### src/rtl/id_ex_stage_buf_if.sv
// Decode-to-execute link: valid/ready input side carrying the raw instruction,
// valid/ready output side carrying the extracted register fields.
interface id_ex_stage_buf_if #(
  parameter int DATA_W = 192,
  parameter int PC_W   = 32,
  parameter int CTRL_W = 11
);
  logic              in_valid;
  logic              in_ready;
  logic [DATA_W-1:0] in_data;
  logic [PC_W-1:0]   in_pc;
  logic [CTRL_W-1:0] in_ctrl;
  logic [31:0]       in_instr;

  logic              out_valid;
  logic              out_ready;
  logic [DATA_W-1:0] out_data;
  logic [PC_W-1:0]   out_pc;
  logic [CTRL_W-1:0] out_ctrl;
  logic [4:0]        out_rs1;
  logic [4:0]        out_rs2;
  logic [4:0]        out_rd;

  modport master (
    output in_valid, in_data, in_pc, in_ctrl, in_instr, out_ready,
    input  in_ready, out_valid, out_data, out_pc, out_ctrl, out_rs1, out_rs2, out_rd
  );

  modport slave (
    input  in_valid, in_data, in_pc, in_ctrl, in_instr, out_ready,
    output in_ready, out_valid, out_data, out_pc, out_ctrl, out_rs1, out_rs2, out_rd
  );
endinterface

### src/rtl/id_ex_stage_buf.sv
// ID/EX stage buffer, 1-cycle latency, valid/ready backpressure; flush inserts a bubble.
// ID_EX_SKID_EN builds a 2-entry skid FSM so in_ready is purely registered.
module id_ex_stage_buf #(
  parameter int DATA_W = 192,
  parameter int PC_W   = 32,
  parameter int CTRL_W = 11,
  parameter int CNT_W  = 16
) (
  input  logic             clock,
  input  logic             reset,
  input  logic             flush,
  id_ex_stage_buf_if.slave bus,
  output logic [CNT_W-1:0] bubble_cnt
);

  typedef struct packed {
    logic [DATA_W-1:0] data;
    logic [PC_W-1:0]   pc;
    logic [CTRL_W-1:0] ctrl;
    logic [4:0]        rs1;
    logic [4:0]        rs2;
    logic [4:0]        rd;
  } entry_t;

  localparam logic [CNT_W-1:0] CNT_ONE = {{(CNT_W-1){1'b0}}, 1'b1};
  localparam logic [CNT_W-1:0] CNT_MAX = {CNT_W{1'b1}};

  entry_t           w_in_entry;
  entry_t           w_out_entry;
  entry_t           r_head;
  logic             r_head_vld;
  logic             w_in_ready;
  logic             w_in_fire;
  logic             w_out_fire;
  logic             w_unused_instr;
  logic [CNT_W-1:0] r_bubble_cnt;

  // Only the register specifiers are kept; the rest of the instruction is dropped.
  assign w_in_entry = {bus.in_data, bus.in_pc, bus.in_ctrl,
                       bus.in_instr[19:15], bus.in_instr[24:20], bus.in_instr[11:7]};
  assign w_unused_instr = ^{bus.in_instr[31:25], bus.in_instr[14:12], bus.in_instr[6:0]};

  assign w_in_fire  = bus.in_valid & w_in_ready;
  assign w_out_fire = r_head_vld & bus.out_ready;

`ifdef ID_EX_SKID_EN
  typedef enum logic [1:0] {S_EMPTY, S_ONE, S_TWO} state_t;

  state_t r_state;
  entry_t r_skid;

  always_ff @(posedge clock) begin
    if (reset || flush) begin
      r_state    <= S_EMPTY;
      r_head_vld <= 1'b0;
      r_head     <= '0;
      r_skid     <= '0;
    end else begin
      case (r_state)
        S_EMPTY: begin
          if (w_in_fire) begin
            r_head     <= w_in_entry;
            r_head_vld <= 1'b1;
            r_state    <= S_ONE;
          end
        end
        S_ONE: begin
          if (w_in_fire && w_out_fire) begin
            r_head <= w_in_entry;
          end else if (w_in_fire) begin
            r_skid  <= w_in_entry;
            r_state <= S_TWO;
          end else if (w_out_fire) begin
            r_head     <= '0;
            r_head_vld <= 1'b0;
            r_state    <= S_EMPTY;
          end
        end
        S_TWO: begin
          // in_ready is low here, so only a drain can happen
          if (w_out_fire) begin
            r_head  <= r_skid;
            r_skid  <= '0;
            r_state <= S_ONE;
          end
        end
        default: begin
          r_state    <= S_EMPTY;
          r_head_vld <= 1'b0;
          r_head     <= '0;
          r_skid     <= '0;
        end
      endcase
    end
  end

  assign w_in_ready = !reset && (r_state != S_TWO);
`else
  always_ff @(posedge clock) begin
    if (reset || flush) begin
      r_head_vld <= 1'b0;
      r_head     <= '0;
    end else if (w_in_fire) begin
      r_head     <= w_in_entry;
      r_head_vld <= 1'b1;
    end else if (w_out_fire) begin
      r_head     <= '0;
      r_head_vld <= 1'b0;
    end
  end

  assign w_in_ready = !reset && (!r_head_vld || bus.out_ready);
`endif

  // Saturating bubble counter; survives flush, cleared only by reset.
  always_ff @(posedge clock) begin
    if (reset) begin
      r_bubble_cnt <= '0;
    end else if (!r_head_vld && bus.out_ready && (r_bubble_cnt != CNT_MAX)) begin
      r_bubble_cnt <= r_bubble_cnt + CNT_ONE;
    end
  end

  // Invalid head presents an all-zero (NOP) bundle downstream.
  assign w_out_entry = r_head_vld ? r_head : '0;

  assign bus.in_ready  = w_in_ready;
  assign bus.out_valid = r_head_vld;
  assign bus.out_data  = w_out_entry.data;
  assign bus.out_pc    = w_out_entry.pc;
  assign bus.out_ctrl  = w_out_entry.ctrl;
  assign bus.out_rs1   = w_out_entry.rs1;
  assign bus.out_rs2   = w_out_entry.rs2;
  assign bus.out_rd    = w_out_entry.rd;
  assign bubble_cnt    = r_bubble_cnt;

endmodule

### src/flat_wrapper.sv
// flat-port wrapper written by rule: the top's interface ports become plain ports
module id_ex_stage_buf_flat 
#(
  parameter int DATA_W = 192,
  parameter int PC_W   = 32,
  parameter int CTRL_W = 11,
  parameter int CNT_W  = 16
)
  (clock, reset, flush, bubble_cnt, bus_in_valid, bus_in_data, bus_in_pc, bus_in_ctrl, bus_in_instr, bus_out_ready, bus_in_ready, bus_out_valid, bus_out_data, bus_out_pc, bus_out_ctrl, bus_out_rs1, bus_out_rs2, bus_out_rd);
  id_ex_stage_buf_if #(.DATA_W(DATA_W), .PC_W(PC_W), .CTRL_W(CTRL_W)) bus_i ();
  input  logic clock;
  input  logic reset;
  input  logic flush;
  output logic [CNT_W-1:0] bubble_cnt;
  input wire logic [$bits(bus_i.in_valid)-1:0] bus_in_valid;
  input wire logic [$bits(bus_i.in_data)-1:0] bus_in_data;
  input wire logic [$bits(bus_i.in_pc)-1:0] bus_in_pc;
  input wire logic [$bits(bus_i.in_ctrl)-1:0] bus_in_ctrl;
  input wire logic [$bits(bus_i.in_instr)-1:0] bus_in_instr;
  input wire logic [$bits(bus_i.out_ready)-1:0] bus_out_ready;
  output wire logic [$bits(bus_i.in_ready)-1:0] bus_in_ready;
  output wire logic [$bits(bus_i.out_valid)-1:0] bus_out_valid;
  output wire logic [$bits(bus_i.out_data)-1:0] bus_out_data;
  output wire logic [$bits(bus_i.out_pc)-1:0] bus_out_pc;
  output wire logic [$bits(bus_i.out_ctrl)-1:0] bus_out_ctrl;
  output wire logic [$bits(bus_i.out_rs1)-1:0] bus_out_rs1;
  output wire logic [$bits(bus_i.out_rs2)-1:0] bus_out_rs2;
  output wire logic [$bits(bus_i.out_rd)-1:0] bus_out_rd;
  assign bus_i.in_valid = bus_in_valid;
  assign bus_i.in_data = bus_in_data;
  assign bus_i.in_pc = bus_in_pc;
  assign bus_i.in_ctrl = bus_in_ctrl;
  assign bus_i.in_instr = bus_in_instr;
  assign bus_i.out_ready = bus_out_ready;
  assign bus_in_ready = bus_i.in_ready;
  assign bus_out_valid = bus_i.out_valid;
  assign bus_out_data = bus_i.out_data;
  assign bus_out_pc = bus_i.out_pc;
  assign bus_out_ctrl = bus_i.out_ctrl;
  assign bus_out_rs1 = bus_i.out_rs1;
  assign bus_out_rs2 = bus_i.out_rs2;
  assign bus_out_rd = bus_i.out_rd;
  id_ex_stage_buf #(.DATA_W(DATA_W), .PC_W(PC_W), .CTRL_W(CTRL_W), .CNT_W(CNT_W)) u_core (.clock(clock), .reset(reset), .flush(flush), .bus(bus_i), .bubble_cnt(bubble_cnt));
endmodule
### config.mk
export PLATFORM = sky130hd
export DESIGN_NAME = id_ex_stage_buf_flat
export DESIGN_NICKNAME = d
export VERILOG_FILES = /design/src/rtl/id_ex_stage_buf_if.sv /design/src/rtl/id_ex_stage_buf.sv /design/src/flat_wrapper.sv
export SDC_FILE = /design/constraint.sdc
export NUM_CORES = 1
export LEC_CHECK = 0
export ABC_AREA = 1
export BUFFER_PORTS_ARGS = -buffer_cell sky130_fd_sc_hd__buf_2
export CORE_AREA = 5 5 209 211
export CTS_CLUSTER_SIZE = 30
export DETAILED_ROUTE_END_ITERATION = 6
export DIE_AREA = 0 0 214 216
export HOLD_SLACK_MARGIN = 0.03
export MAX_ROUTING_LAYER = met4
export PLACE_DENSITY = 0.58
export SLEW_MARGIN = 15
export SYNTH_ARGS = -nofsm -noshare
export SYNTH_HDL_FRONTEND = slang
export SYNTH_SLANG_ARGS = --single-unit
### constraint.sdc
create_clock -name clock -period 1.7 [get_ports clock]
set_clock_uncertainty 0.2 [all_clocks]
set_input_delay 0.34 -clock clock [delete_from_list [all_inputs] [get_ports clock]]
set_output_delay 0.34 -clock clock [all_outputs]
set_load 0.05 [all_outputs]
* Word-level counts from Yosys, hierarchy flattened *
Cells that the tools add are included.

operators by class
  $add $sub $neg = 1
  eq/ne operators = 1
  multiplexer cells = 5
  bitwise operators = 2
  reduce and logical (&&, ||, !) cells = 8

operators with widths
  cell                                                             number
  250-bit 2-to-1 mux                                               3
  16-bit by 1-bit adder with 16-bit output, second input constant  1
  16-bit inequality test, second input constant                    1
  1-bit logical AND                                                3
  1-bit bitwise AND                                                2
  1-bit logical NOT                                                2
  1-bit logical OR                                                 2
  1-bit 2-to-1 mux                                                 2
  2-bit nonzero test                                               1

word-level totals
  flip-flop bits (word level) = 267
  input port bits = 272
  output and inout bits = 268
  word-level logic and storage cells = 25

* Logic depth before layout (Yosys ltp) *
  depth after elaboration = 5
  gate-level depth with buffers = 10
  gate-level depth less buffers = 9

* Worst setup path before layout *
Ideal clock, no wire load.

  path type = register to output
  start = reg u_core.r_head_vld, in the netlist u_core.bus.out_valid
  end = out bus_out_data[101]
  arrival = 1817 ps
  required time = 1160 ps
  setup slack = -657 ps
  stages on the path, launching flop included = 6
  path buffers = 3
  cell sequence = dfxtp_1 -> buf_6 -> clkbuf_1 -> clkbuf_1 -> nand2_1 -> inv_1

between the ends
  word-level cells in the longest chain between the ends = 1

ends and longest elaborated chain
  what                    RTL line                text
  start, declared         id_ex_stage_buf.sv:31   logic r_head_vld;
  start signal, assigned  id_ex_stage_buf.sv:101  r_head_vld <= 1'b0;
  start signal, assigned  id_ex_stage_buf.sv:105  r_head_vld <= 1'b1;
  start signal, assigned  id_ex_stage_buf.sv:108  r_head_vld <= 1'b0;
  250-bit 2-to-1 mux      id_ex_stage_buf.sv:125  assign w_out_entry = r_head_vld ? r_head : '0;
  end, declared           flat_wrapper.sv:23      output wire logic [$bits(bus_i.out_data)-1:0] bus_out_data;

Every way passes these cells.

* Worst setup path in the final report *
  start = reg u_core.r_head_vld, in the netlist u_core.bus.out_valid
  end = out bus_out_data[89]

Same word-level chain as after synthesis.

==> metrics.txt <==
# TYPE chip_impl_metric gauge
chip_impl_info{name="synthDominantAreaCellType",value="sky130_fd_sc_hd__dfxtp_1"} 1
chip_impl_metric{name="area_growth_syn_to_layout",unit="%"} 96.6
chip_impl_metric{name="netlist_area_before_placement",unit="sq um"} 12300
chip_impl_metric{name="synth_compound_gate_area_share",unit="%"} 10.8
chip_impl_info{name="post_synth_most_frequent_cells",value="515 x sky130_fd_sc_hd__nand3_1, 302 x sky130_fd_sc_hd__nand2_1, 267 x sky130_fd_sc_hd__dfxtp_1, 267 x sky130_fd_sc_hd__inv_1, 260 x sky130_fd_sc_hd__a21oi_1"} 1
chip_impl_metric{name="routedWlPerCell",unit="um"} 17.1
chip_impl_info{name="clock-root-buffer",value="sky130_fd_sc_hd__clkbuf_16"} 1
chip_impl_info{name="synth_area_leaders",value="sky130_fd_sc_hd__dfxtp_1 43%, sky130_fd_sc_hd__nand3_1 21%, sky130_fd_sc_hd__a21oi_1 11%"} 1
chip_impl_metric{name="synth_seq_area_share",unit="%"} 43.4
chip_impl_metric{name="post_synth_xor_area_fraction",unit="%"} 0.142
chip_impl_info{name="synth_top_family_by_area",value="simple AND/OR/NAND/NOR gates"} 1
chip_impl_info{name="r2r_start",value="u_core.bus.out_valid$_SDFFE_PP0P_"} 1
chip_impl_info{name="outcome",value="finished, violations left"} 1
chip_impl_info{name="tritoncts",value="built"} 1
chip_impl_metric{name="antenna_violation_net_count_after_detailed_routing",unit=""} 0
chip_impl_metric{name="io_buffer_count",unit=""} 522
chip_impl_metric{name="power_density",unit="nW/um^2"} 650
chip_impl_metric{name="switching_share",unit="%"} 26.4
chip_impl_info{name="cp-start-kind",value="flop"} 1
chip_impl_metric{name="worst-endpoint-arrival",unit="ns"} 1.74
chip_impl_metric{name="post_dp_cell_area",unit="sq um"} 19200
chip_impl_info{name="classification_of_the_worst_setup_path",value="reg2out"} 1
chip_impl_info{name="endpoint_kind",value="output port"} 1
chip_impl_info{name="hp-class",value="in2reg"} 1
chip_impl_metric{name="fillers",unit=""} 3371
chip_impl_info{name="yosys.cell_count.top_type",value="sky130_fd_sc_hd__nand3_1"} 1
chip_impl_metric{name="clock_power_share",unit="%"} 42.5
chip_impl_info{name="crit_chain",value="buf_12, buf_12, nand2_4, clkinvlp_4, buf_4"} 1
chip_impl_metric{name="clock_tree.buffer_depth",unit=""} 3
chip_impl_metric{name="design.die.area",unit="sq um"} 46200
chip_impl_metric{name="vias",unit=""} 15781
chip_impl_metric{name="dp_hpwl",unit="um"} 36000
chip_impl_metric{name="grt_overflow",unit=""} 0
chip_impl_metric{name="finalCritPeriodShare",unit="%"} 134
chip_impl_info{name="hold_path_startpoint",value="reset"} 1
chip_impl_metric{name="netlist_instances",unit=""} 1829
chip_impl_metric{name="synthesis.area_per_instance",unit="sq um"} 6.74
chip_impl_metric{name="worstHoldPathCells",unit=""} 5
chip_impl_metric{name="route.detailed.vias_per_inst",unit=""} 4.95
chip_impl_metric{name="area_share_of_the_largest_cell_type_after_synthesis",unit="%"} 43.4
chip_impl_metric{name="max_freq",unit="MHz"} 438
chip_impl_metric{name="h-tree-depth",unit=""} 1
chip_impl_info{name="r2r_end",value="u_core.r_head[169]$_SDFFE_PP0P_"} 1
chip_impl_metric{name="clock_sinks",unit=""} 267
chip_impl_metric{name="power.static_leakage",unit="nW"} 10.5
chip_impl_metric{name="power_frac_comb",unit="%"} 16.2
chip_impl_metric{name="hold_viol",unit=""} 0
chip_impl_metric{name="post_detailed_routing_wire_length",unit="um"} 54600
chip_impl_metric{name="fin_max_slew_vios",unit=""} 0
chip_impl_metric{name="initial_utilization",unit="%"} 29.6
chip_impl_metric{name="final_net_count",unit=""} 2893
chip_impl_metric{name="worstMarginPinSlew",unit="ns"} 0.683
chip_impl_metric{name="crit_buf_inv",unit=""} 4
chip_impl_metric{name="reg2reg_setup_slack",unit="ns"} -0.39
chip_impl_metric{name="grt_pass1_vias",unit=""} 15644
chip_impl_metric{name="clock_insertion_delay_worst_skew",unit="ns"} 0.56
chip_impl_metric{name="pre_cts_slack",unit="ns"} -0.0789
chip_impl_metric{name="floorplan.io_pins",unit=""} 540
chip_impl_metric{name="drive_above_1_share",unit="%"} 45.6
chip_impl_metric{name="all_layer_gr_usage",unit="%"} 22.5
chip_impl_metric{name="critical_path.max_fanout",unit=""} 17
chip_impl_metric{name="critical-path-max-stage-delay",unit="ns"} 0.37
chip_impl_metric{name="drc",unit=""} 0
chip_impl_metric{name="detail_route.iter0.violations",unit=""} 1377
chip_impl_info{name="worstHoldEndpoint",value="u_core.bubble_cnt[0]$_SDFFE_PP0P_"} 1
chip_impl_metric{name="synth_edf_count",unit=""} 0
chip_impl_info{name="violations",value="setup timing"} 1
chip_impl_metric{name="synth_seq_cells",unit=""} 267
chip_impl_metric{name="synthSimpleGateAreaFrac",unit="%"} 31.6
chip_impl_metric{name="relSlewSlack",unit="%"} 54.5
chip_impl_metric{name="power_switching",unit="mW"} 4.15
chip_impl_metric{name="worst-endpoint-required",unit="ns"} 1.16
chip_impl_metric{name="multi_input_area",unit="sq um"} 6480
chip_impl_info{name="synth_top_flop_cell",value="sky130_fd_sc_hd__dfxtp_1"} 1
chip_impl_metric{name="synth-adder-area-share",unit="%"} 0.102
chip_impl_metric{name="power.sequential.fraction",unit="%"} 41.3
chip_impl_metric{name="drt_pass1_iterations",unit=""} 6
chip_impl_metric{name="floorplan.die.width",unit="um"} 214
chip_impl_metric{name="grt_max_degree",unit=""} 126
chip_impl_metric{name="yosys.cell_types.count",unit=""} 20
chip_impl_metric{name="yosys-mux-area-fraction",unit="%"} 0
chip_impl_info{name="critical-path-top-delay-family",value="buffers and inverters"} 1
chip_impl_metric{name="ys_warn_count",unit=""} 0
chip_impl_metric{name="layout.area.seq",unit="sq um"} 5390
chip_impl_metric{name="gp_routability_congestion",unit=""} 0.870
chip_impl_metric{name="postSynth.asyncResetShare",unit="%"} 0
chip_impl_metric{name="tritoncts.num_buffers",unit=""} 31
chip_impl_metric{name="ff2ff_path_depth",unit=""} 9
chip_impl_metric{name="synth.net_count",unit=""} 2102
chip_impl_metric{name="path_clk_slew",unit="ns"} 0.06
chip_impl_metric{name="placement_row_count",unit=""} 75
chip_impl_metric{name="antenna_found_initial",unit=""} 9
chip_impl_metric{name="finalSetupViolations",unit=""} 530
chip_impl_metric{name="fin_ws",unit="ns"} -0.584
chip_impl_info{name="critical-path-slowest-cell",value="sky130_fd_sc_hd__dfxtp_4"} 1
chip_impl_metric{name="min_period",unit="ns"} 2.28
chip_impl_metric{name="fin_area",unit="sq um"} 24200
chip_impl_metric{name="design.core.area",unit="sq um"} 41600
chip_impl_metric{name="cell_internal_pwr",unit="mW"} 11.6
chip_impl_metric{name="vdd_ir_drop_max",unit="mV"} 0.628
chip_impl_info{name="grt_setup_unrepaired",value="true"} 1
chip_impl_metric{name="max-cap-violations",unit=""} 0
chip_impl_metric{name="die_y",unit="um"} 216
chip_impl_info{name="most_numerous_cell_on_the_critical_path",value="sky130_fd_sc_hd__buf_12"} 1
chip_impl_metric{name="wire_length_of_the_first_global_routing_pass",unit="um"} 84800
## power groups by stage
stage	Sequential, mW	Combinational, mW	Clock [mW]
6_report	6.51	2.55	6.69
5_1_grt	6.52	2.73	7.12
4_1_cts	6.50	2.49	6.86
3_5_place_dp	6.64	1.94	0
3_3_place_gp	6.63	1.93	0
2_1_floorplan	6.66	1.07	0
## worst min-delay path, delay by kind of cell
family / cells / cell delay [ns]
AND/OR/NAND/NOR: 2 / 0.11
buffers and inverters: 3 / 0.36
## how the worst max path moves through the flow
stage	to	start	slack (ns)	depth (start not counted)
3_5_place_dp	bus_out_data[109]	u_core.bus.out_valid$_SDFFE_PP0P_	-0.08	5
4_1_cts	bus_out_pc[26]	u_core.bus.out_valid$_SDFFE_PP0P_	-0.60	5
6_report	bus_out_data[89]	u_core.bus.out_valid$_SDFFE_PP0P_	-0.58	5
5_1_grt	bus_out_data[89]	u_core.bus.out_valid$_SDFFE_PP0P_	-0.65	5
3_3_place_gp	bus_out_data[109]	u_core.bus.out_valid$_SDFFE_PP0P_	-0.07	5
2_1_floorplan	bus_out_data[101]	u_core.bus.out_valid$_SDFFE_PP0P_	-0.08	5
## stage by stage
step	hold slack, ns	utilization [%]	total power, mW	std cells	setup TNS, ns
final	0.0842	58.3	15.7	3191	-209.84
after global routing	0.101	58.3	16.4	3191	-245.51
after CTS	0.0539	57.4	15.9	3180	-182.54
after detailed placement	0.271	46.1	8.58	2866	-11.40
after global placement	0.265	46.1	8.56	2866	-6.24
after floorplan	0.257	-	7.73	1829	-10.61
## cell families (layout without fill, tap and decap cells)
group,Yosys count,count (layout)
and+or+nand+nor,861,861
buffers and inverters,435,1249
DFF,267,267
AOI/OAI and AO/OA,263,263
xor gates and xnor gates,2,2
adders and majority gates,1,1
other,0,9
## flip-flops by register name (all words and copies together), names as in the netlist
signal and cells:
u_core.bubble_cnt 16, u_core.bus.out_valid 1, u_core.r_head 250
## area by class of cell
class / instances / share of cell area (%)
Antenna cell: 9 / 0.0930
Inverter: 268 / 8.03
Timing Repair Buffer: 925 / 35.9
Sequential cell: 267 / 22.2
Clock buffer: 49 / 3.94
Multi-Input combinational cell: 1127 / 26.8
Clock inverter: 7 / 0.269
Tap cell: 539 / 2.78
## placed cells by master (no fill, tap or decap), drive strengths merged
| cell | instances |
|---|---|
| a21oi | 261 |
| buf | 669 |
| nand4 | 2 |
| inv | 19 |
| xnor2 | 1 |
| clkinvlp | 250 |
| clkbuf | 52 |
| nand3 | 515 |
| a31oi | 1 |
| bufinv | 1 |
| or2 | 1 |
| dlygate4sd3 | 252 |
| nor2 | 41 |
| clkinv | 5 |
| ha | 1 |
| dfxtp | 267 |
| bufbuf | 1 |
| diode | 9 |
| nand2 | 302 |
| o21ai | 1 |
| xor2 | 1 |
## what timing repair did
| item | 4_1_cts | 5_1_grt |
|---|---|---|
| pin swaps | 3 | 5 |
| cloned | 2 | 1 |
| hold endpoints to repair | 251 | 0 |
| setup buffers | 4 | 1 |
| endpoints found under the setup margin | 505 | 534 |
| hold buffers | 252 | 0 |
| resized for setup | 348 | 95 |
## routing by layer
| layer | GRT usage, % | vias to the layer above | wire [um] |
|---|---|---|---|
| met4 | 8.10 | 0 | 2060 |
| li1 | - | 7517 | - |
| met3 | 5.30 | 134 | 4110 |
| met2 | 37.7 | 716 | 26900 |
| met5 | - | - | 0 |
| met1 | 26.7 | 7414 | 21500 |
Note: power is estimated with default switching activity, not from simulation.
